`src/rtl/loader_pkg.sv`:
```
// Shared constants and state encodings for the UART image loader.
// LOADER_CHECKSUM_EN adds the CSUM state encoding.
package loader_pkg;

    localparam int         ADDR_W    = 21;
    localparam int         LEN_W     = ADDR_W - 1;
    localparam logic [7:0] SYNC_BYTE = 8'h55;

    typedef enum logic [2:0] {
        ST_IDLE = 3'd0,
        ST_LEN0 = 3'd1,
        ST_LEN1 = 3'd2,
        ST_LEN2 = 3'd3,
        ST_DATA = 3'd4,
`ifdef LOADER_CHECKSUM_EN
        ST_CSUM = 3'd5,
`endif
        ST_DONE = 3'd6
    } load_state_t;

    typedef enum logic [1:0] {
        RX_IDLE  = 2'd0,
        RX_START = 2'd1,
        RX_DATA  = 2'd2,
        RX_STOP  = 2'd3
    } rx_state_t;

endpackage

```
`src/rtl/uart_loader_if.sv`:
```
// SRAM programming bus driven by the loader, plus its status flags.
interface uart_loader_if;
    import loader_pkg::*;

    logic [ADDR_W-1:0] mem_address;
    logic              mem_wr_en;
    logic [7:0]        mem_wd;
    logic              uart_sel;
    logic              load_done;
    logic              load_error;

    modport master (output mem_address, mem_wr_en, mem_wd, uart_sel, load_done, load_error);
    modport slave  (input  mem_address, mem_wr_en, mem_wd, uart_sel, load_done, load_error);
endinterface

```
`src/rtl/uart_rx.sv`:
```
// 8N1 receiver with 2-flop input synchronizer; emits one-cycle valid and
// framing-error pulses.
module uart_rx
    import loader_pkg::*;
#(
    parameter int CLK_DIV = 217
) (
    input  logic       clock,
    input  logic       reset,
    input  logic       i_rx,
    output logic [7:0] o_byte,
    output logic       o_valid,
    output logic       o_frame_err
);
    localparam int            CW   = $clog2(CLK_DIV);
    localparam logic [CW-1:0] FULL = CW'(CLK_DIV - 1);
    localparam logic [CW-1:0] HALF = CW'(CLK_DIV / 2 - 1);

    logic [1:0]    r_sync;
    logic          r_rx_d;
    rx_state_t     r_state, w_state_nxt;
    logic [CW-1:0] r_cnt, w_cnt_nxt;
    logic [2:0]    r_bit, w_bit_nxt;
    logic [7:0]    r_shift, w_shift_nxt;
    logic          r_valid, w_valid_nxt;
    logic          r_ferr, w_ferr_nxt;
    logic          w_rx;

    assign w_rx = r_sync[1];

    always_ff @(posedge clock or posedge reset) begin
        if (reset) begin
            r_sync  <= 2'b11;
            r_rx_d  <= 1'b1;
            r_state <= RX_IDLE;
            r_cnt   <= '0;
            r_bit   <= '0;
            r_shift <= '0;
            r_valid <= 1'b0;
            r_ferr  <= 1'b0;
        end else begin
            r_sync  <= {r_sync[0], i_rx};
            r_rx_d  <= w_rx;
            r_state <= w_state_nxt;
            r_cnt   <= w_cnt_nxt;
            r_bit   <= w_bit_nxt;
            r_shift <= w_shift_nxt;
            r_valid <= w_valid_nxt;
            r_ferr  <= w_ferr_nxt;
        end
    end

    always_comb begin
        w_state_nxt = r_state;
        w_cnt_nxt   = r_cnt;
        w_bit_nxt   = r_bit;
        w_shift_nxt = r_shift;
        w_valid_nxt = 1'b0;
        w_ferr_nxt  = 1'b0;
        case (r_state)
            RX_IDLE: begin
                if (r_rx_d && !w_rx) begin
                    w_state_nxt = RX_START;
                    w_cnt_nxt   = HALF;
                end
            end
            RX_START: begin
                if (r_cnt != '0) begin
                    w_cnt_nxt = r_cnt - 1'b1;
                end else if (w_rx) begin
                    w_state_nxt = RX_IDLE;   // glitch, not a real start bit
                end else begin
                    w_state_nxt = RX_DATA;
                    w_cnt_nxt   = FULL;
                    w_bit_nxt   = '0;
                end
            end
            RX_DATA: begin
                if (r_cnt != '0) begin
                    w_cnt_nxt = r_cnt - 1'b1;
                end else begin
                    w_shift_nxt = {w_rx, r_shift[7:1]};
                    w_cnt_nxt   = FULL;
                    if (r_bit == 3'd7) w_state_nxt = RX_STOP;
                    else               w_bit_nxt   = r_bit + 1'b1;
                end
            end
            RX_STOP: begin
                if (r_cnt != '0) begin
                    w_cnt_nxt = r_cnt - 1'b1;
                end else begin
                    w_state_nxt = RX_IDLE;
                    w_valid_nxt = w_rx;
                    w_ferr_nxt  = !w_rx;
                end
            end
            default: w_state_nxt = RX_IDLE;
        endcase
    end

    assign o_byte      = r_shift;
    assign o_valid     = r_valid;
    assign o_frame_err = r_ferr;

endmodule

```
`src/rtl/uart_loader.sv`:
```
// Serial SRAM image loader: sync byte, 24-bit LE length, then data bytes.
// Define LOADER_CHECKSUM_EN to require a trailing modulo-256 checksum byte.
//
// state | meaning
// IDLE  | after reset, waiting for sync byte 0x55
// LEN0  | length bits [7:0]
// LEN1  | length bits [15:8]
// LEN2  | length bits [23:16], only [19:16] kept
// DATA  | writing payload bytes to SRAM
// CSUM  | waiting for checksum byte (LOADER_CHECKSUM_EN only)
// DONE  | image complete, waiting for a new sync byte
module uart_loader
    import loader_pkg::*;
#(
    parameter int CLK_DIV   = 217,
    parameter int WR_CYCLES = 4
) (
    input  logic          clock,
    input  logic          reset,
    input  logic          uart_rx,
    uart_loader_if.master mem
);
    localparam int             WCW     = $clog2(WR_CYCLES);
    localparam logic [WCW-1:0] WR_LAST = WCW'(WR_CYCLES - 1);

    logic [7:0]     w_rx_byte;
    logic           w_rx_valid, w_rx_ferr;

    load_state_t    r_state, w_state_nxt;
    logic [LEN_W-1:0] r_addr, w_addr_nxt;
    logic [LEN_W-1:0] r_len, w_len_nxt;
    logic [7:0]     r_wd, w_wd_nxt;
    logic           r_wr_en, w_wr_en_nxt;
    logic [WCW-1:0] r_wr_cnt, w_wr_cnt_nxt;
    logic           r_gap, w_gap_nxt;
    logic           r_sel, w_sel_nxt;
    logic           r_done, w_done_nxt;
    logic           r_err, w_err_nxt;
    logic           w_fin;
`ifdef LOADER_CHECKSUM_EN
    logic [7:0]     r_sum, w_sum_nxt;
`endif

    uart_rx #(.CLK_DIV(CLK_DIV)) u_rx (
        .clock       (clock),
        .reset       (reset),
        .i_rx        (uart_rx),
        .o_byte      (w_rx_byte),
        .o_valid     (w_rx_valid),
        .o_frame_err (w_rx_ferr)
    );

    always_ff @(posedge clock or posedge reset) begin
        if (reset) begin
            r_state  <= ST_IDLE;
            r_addr   <= '0;
            r_len    <= '0;
            r_wd     <= '0;
            r_wr_en  <= 1'b0;
            r_wr_cnt <= '0;
            r_gap    <= 1'b0;
            r_sel    <= 1'b0;
            r_done   <= 1'b0;
            r_err    <= 1'b0;
`ifdef LOADER_CHECKSUM_EN
            r_sum    <= '0;
`endif
        end else begin
            r_state  <= w_state_nxt;
            r_addr   <= w_addr_nxt;
            r_len    <= w_len_nxt;
            r_wd     <= w_wd_nxt;
            r_wr_en  <= w_wr_en_nxt;
            r_wr_cnt <= w_wr_cnt_nxt;
            r_gap    <= w_gap_nxt;
            r_sel    <= w_sel_nxt;
            r_done   <= w_done_nxt;
            r_err    <= w_err_nxt;
`ifdef LOADER_CHECKSUM_EN
            r_sum    <= w_sum_nxt;
`endif
        end
    end

    always_comb begin
        w_state_nxt  = r_state;
        w_addr_nxt   = r_addr;
        w_len_nxt    = r_len;
        w_wd_nxt     = r_wd;
        w_wr_en_nxt  = r_wr_en;
        w_wr_cnt_nxt = r_wr_cnt;
        w_gap_nxt    = 1'b0;
        w_sel_nxt    = r_sel;
        w_done_nxt   = r_done;
        w_err_nxt    = r_err;
        w_fin        = 1'b0;
`ifdef LOADER_CHECKSUM_EN
        w_sum_nxt    = r_sum;
`endif
        if (w_rx_ferr) w_err_nxt = 1'b1;

        // Write window, then one low gap cycle in which the address advances.
        if (r_wr_en) begin
            if (r_wr_cnt == '0) begin
                w_wr_en_nxt = 1'b0;
                w_gap_nxt   = 1'b1;
            end else begin
                w_wr_cnt_nxt = r_wr_cnt - 1'b1;
            end
        end
        if (r_gap) begin
            w_addr_nxt = r_addr + 1'b1;
            w_fin      = ((r_addr + 1'b1) == r_len);
        end

        case (r_state)
            ST_IDLE, ST_DONE: begin
                if (w_rx_valid && w_rx_byte == SYNC_BYTE) begin
                    w_state_nxt = ST_LEN0;
                    w_done_nxt  = 1'b0;
                    w_err_nxt   = 1'b0;
                    w_addr_nxt  = '0;
                    w_sel_nxt   = 1'b1;
`ifdef LOADER_CHECKSUM_EN
                    w_sum_nxt   = '0;
`endif
                end
            end
            ST_LEN0: begin
                if (w_rx_valid) begin
                    w_len_nxt   = {r_len[19:8], w_rx_byte};
                    w_state_nxt = ST_LEN1;
                end
            end
            ST_LEN1: begin
                if (w_rx_valid) begin
                    w_len_nxt   = {r_len[19:16], w_rx_byte, r_len[7:0]};
                    w_state_nxt = ST_LEN2;
                end
            end
            ST_LEN2: begin
                if (w_rx_valid) begin
                    w_len_nxt = {w_rx_byte[3:0], r_len[15:0]};
                    if (w_len_nxt == '0) w_fin       = 1'b1;
                    else                 w_state_nxt = ST_DATA;
                end
            end
            ST_DATA: begin
                if (w_rx_valid) begin
                    if (r_wr_en || r_gap) begin
                        w_err_nxt = 1'b1;   // overrun: drop byte, finish current write
                    end else begin
                        w_wd_nxt     = w_rx_byte;
                        w_wr_en_nxt  = 1'b1;
                        w_wr_cnt_nxt = WR_LAST;
`ifdef LOADER_CHECKSUM_EN
                        w_sum_nxt    = r_sum + w_rx_byte;
`endif
                    end
                end
            end
`ifdef LOADER_CHECKSUM_EN
            ST_CSUM: begin
                if (w_rx_valid) begin
                    if (w_rx_byte != r_sum) w_err_nxt = 1'b1;
                    w_state_nxt = ST_DONE;
                    w_done_nxt  = 1'b1;
                    w_sel_nxt   = 1'b0;
                end
            end
`endif
            default: ;
        endcase

        if (w_fin) begin
`ifdef LOADER_CHECKSUM_EN
            w_state_nxt = ST_CSUM;
`else
            w_state_nxt = ST_DONE;
            w_done_nxt  = 1'b1;
            w_sel_nxt   = 1'b0;
`endif
        end
    end

    assign mem.mem_address = {1'b0, r_addr};
    assign mem.mem_wr_en   = r_wr_en;
    assign mem.mem_wd      = r_wd;
    assign mem.uart_sel    = r_sel;
    assign mem.load_done   = r_done;
    assign mem.load_error  = r_err;

endmodule

```
`src/flat_wrapper.sv`:
```
// flat-port wrapper written by rule: the top's interface ports become plain ports
module uart_loader_flat import loader_pkg::*;
#(
    parameter int CLK_DIV   = 217,
    parameter int WR_CYCLES = 4
)
  (clock, reset, uart_rx, mem_mem_address, mem_mem_wr_en, mem_mem_wd, mem_uart_sel, mem_load_done, mem_load_error);
  uart_loader_if mem_i ();
  input  logic clock;
  input  logic reset;
  input  logic uart_rx;
  output wire logic [$bits(mem_i.mem_address)-1:0] mem_mem_address;
  output wire logic [$bits(mem_i.mem_wr_en)-1:0] mem_mem_wr_en;
  output wire logic [$bits(mem_i.mem_wd)-1:0] mem_mem_wd;
  output wire logic [$bits(mem_i.uart_sel)-1:0] mem_uart_sel;
  output wire logic [$bits(mem_i.load_done)-1:0] mem_load_done;
  output wire logic [$bits(mem_i.load_error)-1:0] mem_load_error;
  assign mem_mem_address = mem_i.mem_address;
  assign mem_mem_wr_en = mem_i.mem_wr_en;
  assign mem_mem_wd = mem_i.mem_wd;
  assign mem_uart_sel = mem_i.uart_sel;
  assign mem_load_done = mem_i.load_done;
  assign mem_load_error = mem_i.load_error;
  uart_loader #(.CLK_DIV(CLK_DIV), .WR_CYCLES(WR_CYCLES)) u_core (.clock(clock), .reset(reset), .uart_rx(uart_rx), .mem(mem_i));
endmodule
```
`config.mk`:
```
export PLATFORM = sky130hd
export DESIGN_NAME = uart_loader_flat
export DESIGN_NICKNAME = d
export VERILOG_FILES = /design/src/rtl/loader_pkg.sv /design/src/rtl/uart_loader_if.sv /design/src/rtl/uart_rx.sv /design/src/rtl/uart_loader.sv /design/src/flat_wrapper.sv
export SDC_FILE = /design/constraint.sdc
export NUM_CORES = 1
export LEC_CHECK = 0
export CAP_MARGIN = 10
export CELL_PAD_IN_SITES_DETAIL_PLACEMENT = 0
export CELL_PAD_IN_SITES_GLOBAL_PLACEMENT = 1
export CORE_MARGIN = 1.5
export CORE_UTILIZATION = 46
export CTS_CLUSTER_DIAMETER = 30
export DETAILED_ROUTE_END_ITERATION = 12
export PLACE_DENSITY_LB_ADDON = 0.1
export SETUP_SLACK_MARGIN = 0.5
export SLEW_MARGIN = 10
export SYNTH_ARGS = -nofsm -noshare
export SYNTH_HDL_FRONTEND = slang
export SYNTH_SLANG_ARGS = --single-unit
```
`constraint.sdc`:
```
create_clock -name clock -period 3.7 [get_ports clock]
set_input_delay 0.74 -clock clock [delete_from_list [all_inputs] [get_ports clock]]
set_output_delay 0.74 -clock clock [all_outputs]
set_load 0.03 [all_outputs]
```
== Yosys cells after proc, flatten, opt, wreduce, memory -nomap -nowiden ==
Cells that the tools add are included.
W data, S select, Z words.
Word-level totals
  register bits after elaboration: 84
  input bits: 3
  output and inout bits: 33
  word-level logic and storage cells: 141
Operators by class
  $add $sub $neg: 4
  eq/ne operators: 25
  mux-type cells: 63
  bitwise operators: 5
  reductions and logical operators: 24
Operators by type and width (number)
  $mux W20: 4
  $pmux W20 S3: 1
  $mux W8: 6
  $pmux W8 S4: 1
  $mux W3: 10
  $mux W1: 25
  $mux W2: 11
  $add A20 B1 Y20 const B: 1
  $eq A20 B20 Y1: 1
  $logic_not A20 Y1: 1
  $mux W16: 1
  $ne A2 B2 Y1 const B: 8
  $ne A3 B2 Y1 const B: 4
  $pmux W3 S4: 1
  $reduce_and A4 Y1: 3
  $reduce_and A5 Y1: 2
  $eq A3 B3 Y1 const B: 3
  $eq A8 B7 Y1 const B: 1
  $pmux W2 S4: 1
  $reduce_bool A8 Y1: 1
  $sub A8 B1 Y8 const B: 1
  $eq A3 B2 Y1 const B: 2
  $pmux W3 S2: 1
  $reduce_and A3 Y1: 2
  19 further kinds: 29

== Longest topological paths before layout ==
Gate-level depths: netlist of run 1.
  word-level depth: 8
  mapped depth: 9
  depth with buffers taken out: 8

== Modules after synthesis ==
A second synthesis of run 1 with hierarchy kept.
Unflattened totals
  cell total of the unflattened synthesis: 445
  area total of the unflattened synthesis: 4714.5 um^2
Modules (own cells, without submodules)
  uart_loader: times used 1, cells an instance 317, area each 3318.2 um^2, sequential area each 1451.4 um^2
  uart_rx: times used 1, cells an instance 128, area each 1396.3 um^2, sequential area each 654.4 um^2

== Worst setup path before layout of run 1 ==
OpenSTA, ideal clock, no wires.
  path kind: flip-flop to flip-flop
  start: reg u_core.r_addr[0]
  end: reg u_core.r_sel, in the netlist u_core.mem.uart_sel
  arrival time: 2.335 ns
  required time: 3.562 ns
  setup slack: 1.227 ns
  cell stages (with the launch flop): 9
  buffers on the path: 0
  period minus slack after synthesis: 2.473 ns
  cell sequence: dfrtp_1 > ha_1 > nand3_1 > nor2_2 > nand3_1 > mux2_2 > a221o_1 > nor4_2 > nor3_1
Between the ends
  word-level cells in the longest chain between the ends: 8
  elaborated cells on any way between the ends: 10
Ends and longest elaborated chain
  from (decl): RTL line uart_loader.sv:30  | logic [LEN_W-1:0] r_addr, w_addr_nxt;
  from (signal assigned): RTL line uart_loader.sv:70  | r_addr <= w_addr_nxt;
  $add A20 B1 Y20 (*): RTL line uart_loader.sv:113  | w_fin = ((r_addr + 1'b1) == r_len);
  $eq A20 B20 Y1 (*): RTL line uart_loader.sv:113
  $mux W1 (*): RTL line uart_loader.sv:111  | if (r_gap) begin
  $mux W1: RTL line uart_loader.sv:144  | if (w_len_nxt == '0) w_fin = 1'b1;
  $mux W1: RTL line uart_loader.sv:142  | if (w_rx_valid) begin
  $mux W1 (*): RTL line uart_loader.sv:116  | case (r_state)
  $reduce_bool A2 Y1 (no line)
  $reduce_and A2 Y1 (no line)
  to (signal assigned): RTL line uart_loader.sv:76  | r_sel <= w_sel_nxt;
  to (decl): RTL line uart_loader.sv:36  | logic r_sel, w_sel_nxt;
Mark *: on every way between the ends. The rest lies on a longest branch, timed or not.
A chain may end at the register's enable or synchronous reset.

== Worst setup path in the final report of run 1 ==
Same ends and word-level chain as after synthesis.

==> results.txt, run 1 <==
Max Freq: 370 MHz
Crit path largest cell delay: 0.49 ns
Status: finished clean
Crit. End Element: flip-flop
Largest family of logic cells by synthesized area: simple AND/OR/NAND/NOR gates
Post-layout util: 55.0%
Final hold viol count: 0
Top cell type's share of synthesized area: 45.7%
Synth Area in Simple Gates: 20.3%
Die width: 101 um
Starting Density: 47.7%
Row cnt: 35
Max H-tree Level: 3
Data required time at the worst endpoint: 3.92 ns
Post-Syn Instances: 440
CTS tree: built
Post-synthesis sequential area ratio: 47.5%
Pwr Density: 428 nW/um^2
Crit path buf inv count: 0
Clk root buf: clkbuf_8
Post-place setup slack: 1.03 ns
Worst-Margin Slew: 0.688 ns
Worst Setup Path Type: reg2reg
FILL cells: 863
Part of the cycle the worst path needs: 73.0%
Initial antenna violation count: 0
Worst path arrival time: 2.92 ns
Clk buf depth: 2
Top-count cell post-synth: dfrtp_1
Critical path startpoint category: flip-flop
Synth top area cells: dfrtp_1 46%, mux2_2 8.9%, xnor2_1 5.3%
Routed Antenna Nets: 0
WL/cell: 15.5 um
Worst-path fanout max: 8
Hold slack: 0.365 ns
Synth Flop Type: dfrtp_1
Hpwl dp: 6470 um
Total gr overflow: 0
Clk sinks: 84
Asr flop ratio synth: 100%
Layout cells sized above 1: 14.3%
DRC: 0
Yosys Warn Count: 0
I/O pins: 36
WL final: 9360 um
Worst VDD drop: 0.000292 V
Iter 0 DRT Violations: 134
Synth Area in XOR/XNOR: 8.69%
Hold Path Class: reg2reg
PortBufs: 34
Syn_area_per_cell: 10.1 sq um
Antenna diode count: 0
CTS Hold Bufs: 0
Post_cts resized: 0
Max-slew violation count: 0
Placed insts: 589
Mux cell area share after synthesis: 9.79%
Final net count: 483
Synthesized Nets: 452
Post-synthesis compound-gate area fraction: 7.82%
Distinct cells, synth: 53
RD Place Congestion: 0.820
Post-route insts no fill: 605
Minimum clock period: 2.70 ns
Max-slew headroom: 53.9%
CP delay by family, top: simple AND/OR/NAND/NOR gates
Die ar.: 10200 sq um
Slowest CP cell: nor4_2
Vias in the first global route: 3207
Synthesized flop and latch total: 84
Tot GR Track Use: 19.8%
Core Area: 9280 sq um
Skew final: 0.0135 ns
First-pass GRT wire length: 15800 um
1st-pass router iterations: 4
Final setup viols: 0
Die height: 101 um
Worst-path clk slew: 0.09 ns
Adder-Cell Fraction of Synth Area: 2.54%
Cell mode on critical path: nand3_1
Clock latency on the worst-skew pair: 0.36 ns
RSZ-0062 raised after global routing: no
Syn Std Cell Area: 4430 sq um
Pin count of the biggest net entering global routing: 85
Vias: 3224
EDFF count, synth: 0
Largest area contributor in the netlist: dfrtp_1
Crit-path cells: ha_1 -> nand3_1 -> nor2_2 -> nand3_1 -> mux2_2 -> a221o_1 -> nor4_2 -> nor3_1
Setup Fix Bufs, Post-CTS: 0
Commonest cells post-synth: 81 x dfrtp_1, 43 x nor2_1, 39 x nand2_1
Setup TNS: 0 ns
Maxcap violations: 0
Vias/cell: 5.33
Number of buffers created by CTS: 9
Static leakage: 2.30 nW
Worst setup margin: 0.998 ns
Synthesis-to-finish area growth: 15.3%
==> registers in the layout (all words and copies together), names as in the netlist, named ones only <==
register	cells
u_core.mem.mem_wr_en	1
u_core.u_rx.r_sync	2
u_core.u_rx.r_rx_d	1
u_core.r_len	20
u_core.u_rx.o_frame_err	1
u_core.r_gap	1
u_core.r_wr_cnt	2
u_core.u_rx.r_state	1
u_core.u_rx.r_cnt	8
u_core.u_rx.o_byte	8
u_core.mem.load_done	1
u_core.u_rx.o_valid	1
u_core.mem.load_error	1
u_core.u_rx.r_bit	3
u_core.mem.uart_sel	1
u_core.r_addr	20
u_core.mem.mem_wd	8
u_core.r_state	3
==> area by class of cell <==
class                           instances  area, sq um  area share [%]
Clock buffer                            9          124            2.42
Clock inverter                          7         81.3            1.59
Inverter                               17         65.1            1.27
Multi-Input combinational cell        321         2190            42.9
Sequential cell                        84         2110            41.2
Tap cell                              129          161            3.16
Timing Repair Buffer                   38          383            7.49
==> worst register-to-register path: cells and delay by family (launching register included) <==
family / cells / cell delay [ns]
DFF: 1 / 0.48
and+or+nand+nor: 5 / 1.18
muxes: 1 / 0.29
adders and majority gates: 1 / 0.34
AOI/OAI and AO/OA: 1 / 0.28
==> metrics by stage <==
step / instance area (sq um) / total power [W]
after floorplan: 4430 / 0.00141
after global placement: 4900 / 0.00150
after detailed placement: 4900 / 0.00152
after CTS: 5100 / 0.00221
after global routing: 5110 / 0.00232
final: 5110 / 0.00219
==> placed cells by master (no fill, tap or decap), drive strengths merged, types with 2 or more instances in the layout <==
cell type      instances
or3                    4
nand2b                 7
ha                     9
nor4b                  2
inv                   20
nor2                  44
xnor2                 27
o211ai                 2
and3                   9
nor2b                  4
a211oi                 3
o311ai                 2
nand3                 18
clkbuf                 9
nor3                   6
mux2                  35
nor4                   8
dfrtp                 81
nand2                 39
nand3b                 4
a31oi                  5
clkinv                 3
a21oi                 12
nor3b                  5
mux2i                  4
clkdlybuf4s50         34
o21ai                 25
xor2                  17
and4                   2
o31ai                  2
nand4                 12
buf                    4
dfstp                  3
==> power by group <==
part | switching [W] | leakage, nW | total, W | internal, W
Clock | 0.000371 | 0.107 | 0.000695 | 0.000324
Sequential | 0.0000614 | 1.15 | 0.00104 | 0.000982
Combinational | 0.000279 | 1.04 | 0.000449 | 0.000170
==> per-layer routing <==
| layer | share of wire [%] | wire length, um | track usage, % | vias up |
|---|---|---|---|---|
| li1 | - | - | - | 1596 |
| met1 | 48 | 4450 | 26.0 | 1587 |
| met2 | 48 | 4510 | 32.8 | 35 |
| met3 | 3.3 | 306 | 4.21 | 6 |
| met4 | 0.99 | 93 | 6.30 | 0 |
| met5 | 0 | 0 | 0 | - |
==> cells by family (layout without fill, tap and decap cells) <==
group / Yosys count / count (layout)
muxes: 39 / 39
xor gates and xnor gates: 44 / 44
adders and majority gates: 9 / 9
and+or+nand+nor: 170 / 170
buffers and inverters: 35 / 71
AOI/OAI and AO/OA: 58 / 58
other: 1 / 1
DFF: 84 / 84
==> worst paths after layout <==
kind                       slack (ns)  cells after the start             startpoint                    end
max                               1.0                      8       u_core.r_addr[0]    u_core.mem.uart_sel
min                              0.37                      0  u_core.u_rx.r_sync[0]  u_core.u_rx.r_sync[1]
max reg2reg                       1.0                      8       u_core.r_addr[0]    u_core.mem.uart_sel
min reg2reg                      0.37                      0  u_core.u_rx.r_sync[0]  u_core.u_rx.r_sync[1]
max in group asynchronous        2.56                      3                  reset     u_core.u_rx.r_rx_d
min in group asynchronous        0.79                      3                  reset     u_core.r_wr_cnt[1]
Power figures use the tool's default switching activity.
==> run 2: changes to the inputs <==
- CORE_UTILIZATION: 46 -> 41
- clock period: 3.7 -> 2.4 ns (I/O delays scaled with it)
==> run 2 against run 1 <==
Net effect: combinational power grew 110%; total power grew 78%; sequential power grew 57%; first-iteration DRC count grew 41%; worst hold slack lost 0.0056 ns; cell count grew 6.6%; count of clock-buffer cells in the layout grew 1; design area grew 11%; critical endpoint is now u_core.r_state[1].
==> results.txt, run 2 (same netlist as run 1, synthesis figures left out) <==
PortBufs: 34
Initial antenna violation count: 0
Synthesis-to-finish area growth: 27.6%
Tot GR Track Use: 19.9%
1st-pass router iterations: 4
Row cnt: 37
DRC: 0
Vias/cell: 5.37
Max-slew headroom: 65.0%
I/O pins: 36
Hold slack: 0.359 ns
Setup TNS: 0 ns
Max H-tree Level: 3
Skew final: 0.0201 ns
Die ar.: 11400 sq um
RSZ-0062 raised after global routing: yes
Static leakage: 2.70 nW
Post-place setup slack: 0.184 ns
Starting Density: 42.6%
Commonest non-fill, non-tap cells in the layout: 67 x dfrtp_1, 42 x nor2_1, 38 x nand2_1, 35 x mux2_2, 33 x buf_4
Maxcap violations: 0
Data required time at the worst endpoint: 2.64 ns
Antenna diode count: 0
Crit path largest cell delay: 0.46 ns
Hold Path Class: reg2reg
Commonest non-fill, non-tap cell in the layout: dfrtp_1
Worst-Margin Slew: 0.523 ns
Status: finished clean
Final hold viol count: 0
Hpwl dp: 7290 um
Routed Antenna Nets: 0
Clk buf depth: 2
Vias in the first global route: 3501
WL final: 10700 um
Worst-path fanout max: 6
Layout cells sized above 1: 27.5%
Cell mode on critical path: o311ai_2
Clk sinks: 84
CP delay by family, top: simple AND/OR/NAND/NOR gates
Worst setup margin: 0.214 ns
Max Freq: 457 MHz
Post-route cell area: 5660 sq um
Worst-path clk slew: 0.10 ns
Final setup viols: 0
Pin count of the biggest net entering global routing: 26
WL/cell: 16.5 um
Worst VDD drop: 0.000507 V
Pwr Density: 689 nW/um^2
RD Place Congestion: 0.842
Clk root buf: clkbuf_8
Worst path arrival time: 2.43 ns
Max-slew violation count: 0
Total gr overflow: 0
Final net count: 516
DP Area: 5110 sq um
CTS tree: built
First-pass GRT wire length: 17600 um
Slowest CP cell: dfrtp_2
Vias: 3465
Critical path startpoint category: flip-flop
Minimum clock period: 2.19 ns
Clock latency on the worst-skew pair: 0.37 ns
Core Area: 10400 sq um
Largest regs: u_core.r_addr x20, u_core.r_len x20
Worst Setup Path Type: reg2reg
Crit-path cells: ha_4 -> buf_4 -> nor2b_2 -> nor2b_1 -> o21ai_0 -> o311ai_2 -> o311ai_2 -> nor4_4 -> or3_1
Die height: 107 um
Part of the cycle the worst path needs: 91.1%
Iter 0 DRT Violations: 189
Crit. End Element: flip-flop
Number of buffers created by CTS: 9
Die width: 107 um
Crit path buf inv count: 1
==> run 2: routing by layer <==
layer  track usage, %  wire length (um)
met4             7.81               184
met5                0                 0
met3             3.28               252
met2             32.5              5200
met1             26.6              5030
==> run 2: layout make-up <==
type,count,area [sq um]
well taps,136,170
multi-input cells,322,2400
repair buffers,70,633
clock buffers,10,128
inverters,17,67.6
fillers,954,4760
clock inverters,6,138
flip-flops and latches,84,2120
==> run 2: timing repair <==
item | in CTS | in global routing
hold buffers | 0 | 0
endpoints found under the hold margin | 0 | 0
endpoints found under the setup margin | 42 | 27
resized for setup | 45 | 21
pin swaps | 11 | 10
buffers inserted | 17 | 3
cloned | 1 | 0
==> run 2: final timing paths <==
| kind | start | endpoint | slack [ns] | depth (start not counted) |
|---|---|---|---|---|
| min in group asynchronous | reset | u_core.u_rx.o_byte[7] | 0.50 | 2 |
| worst min register to register | u_core.u_rx.r_sync[0] | u_core.u_rx.r_sync[1] | 0.36 | 0 |
| worst max-delay path | u_core.r_addr[0] | u_core.r_state[1] | 0.21 | 9 |
| max in group asynchronous | reset | u_core.u_rx.r_rx_d | 1.35 | 3 |
| worst min-delay path | u_core.u_rx.r_sync[0] | u_core.u_rx.r_sync[1] | 0.36 | 0 |
| worst max register to register | u_core.r_addr[0] | u_core.r_state[1] | 0.21 | 9 |
==> run 2: through the flow <==
step           util, %  cells  total power, W
3_5_place_dp      49.1    608         0.00238
5_1_grt           54.3    645         0.00412
4_1_cts           53.5    642         0.00384
6_report          54.3    645         0.00390
3_3_place_gp      49.1    608         0.00237
2_1_floorplan        -    440         0.00220
==> run 2: where the power goes <==
part / internal (W) / total (W) / switching, W
clock: 0.000801 / 0.00134 / 0.000537
combinational: 0.000390 / 0.000937 / 0.000546
sequential: 0.00152 / 0.00163 / 0.000111
total: 0.00271 / 0.00390 / 0.00119
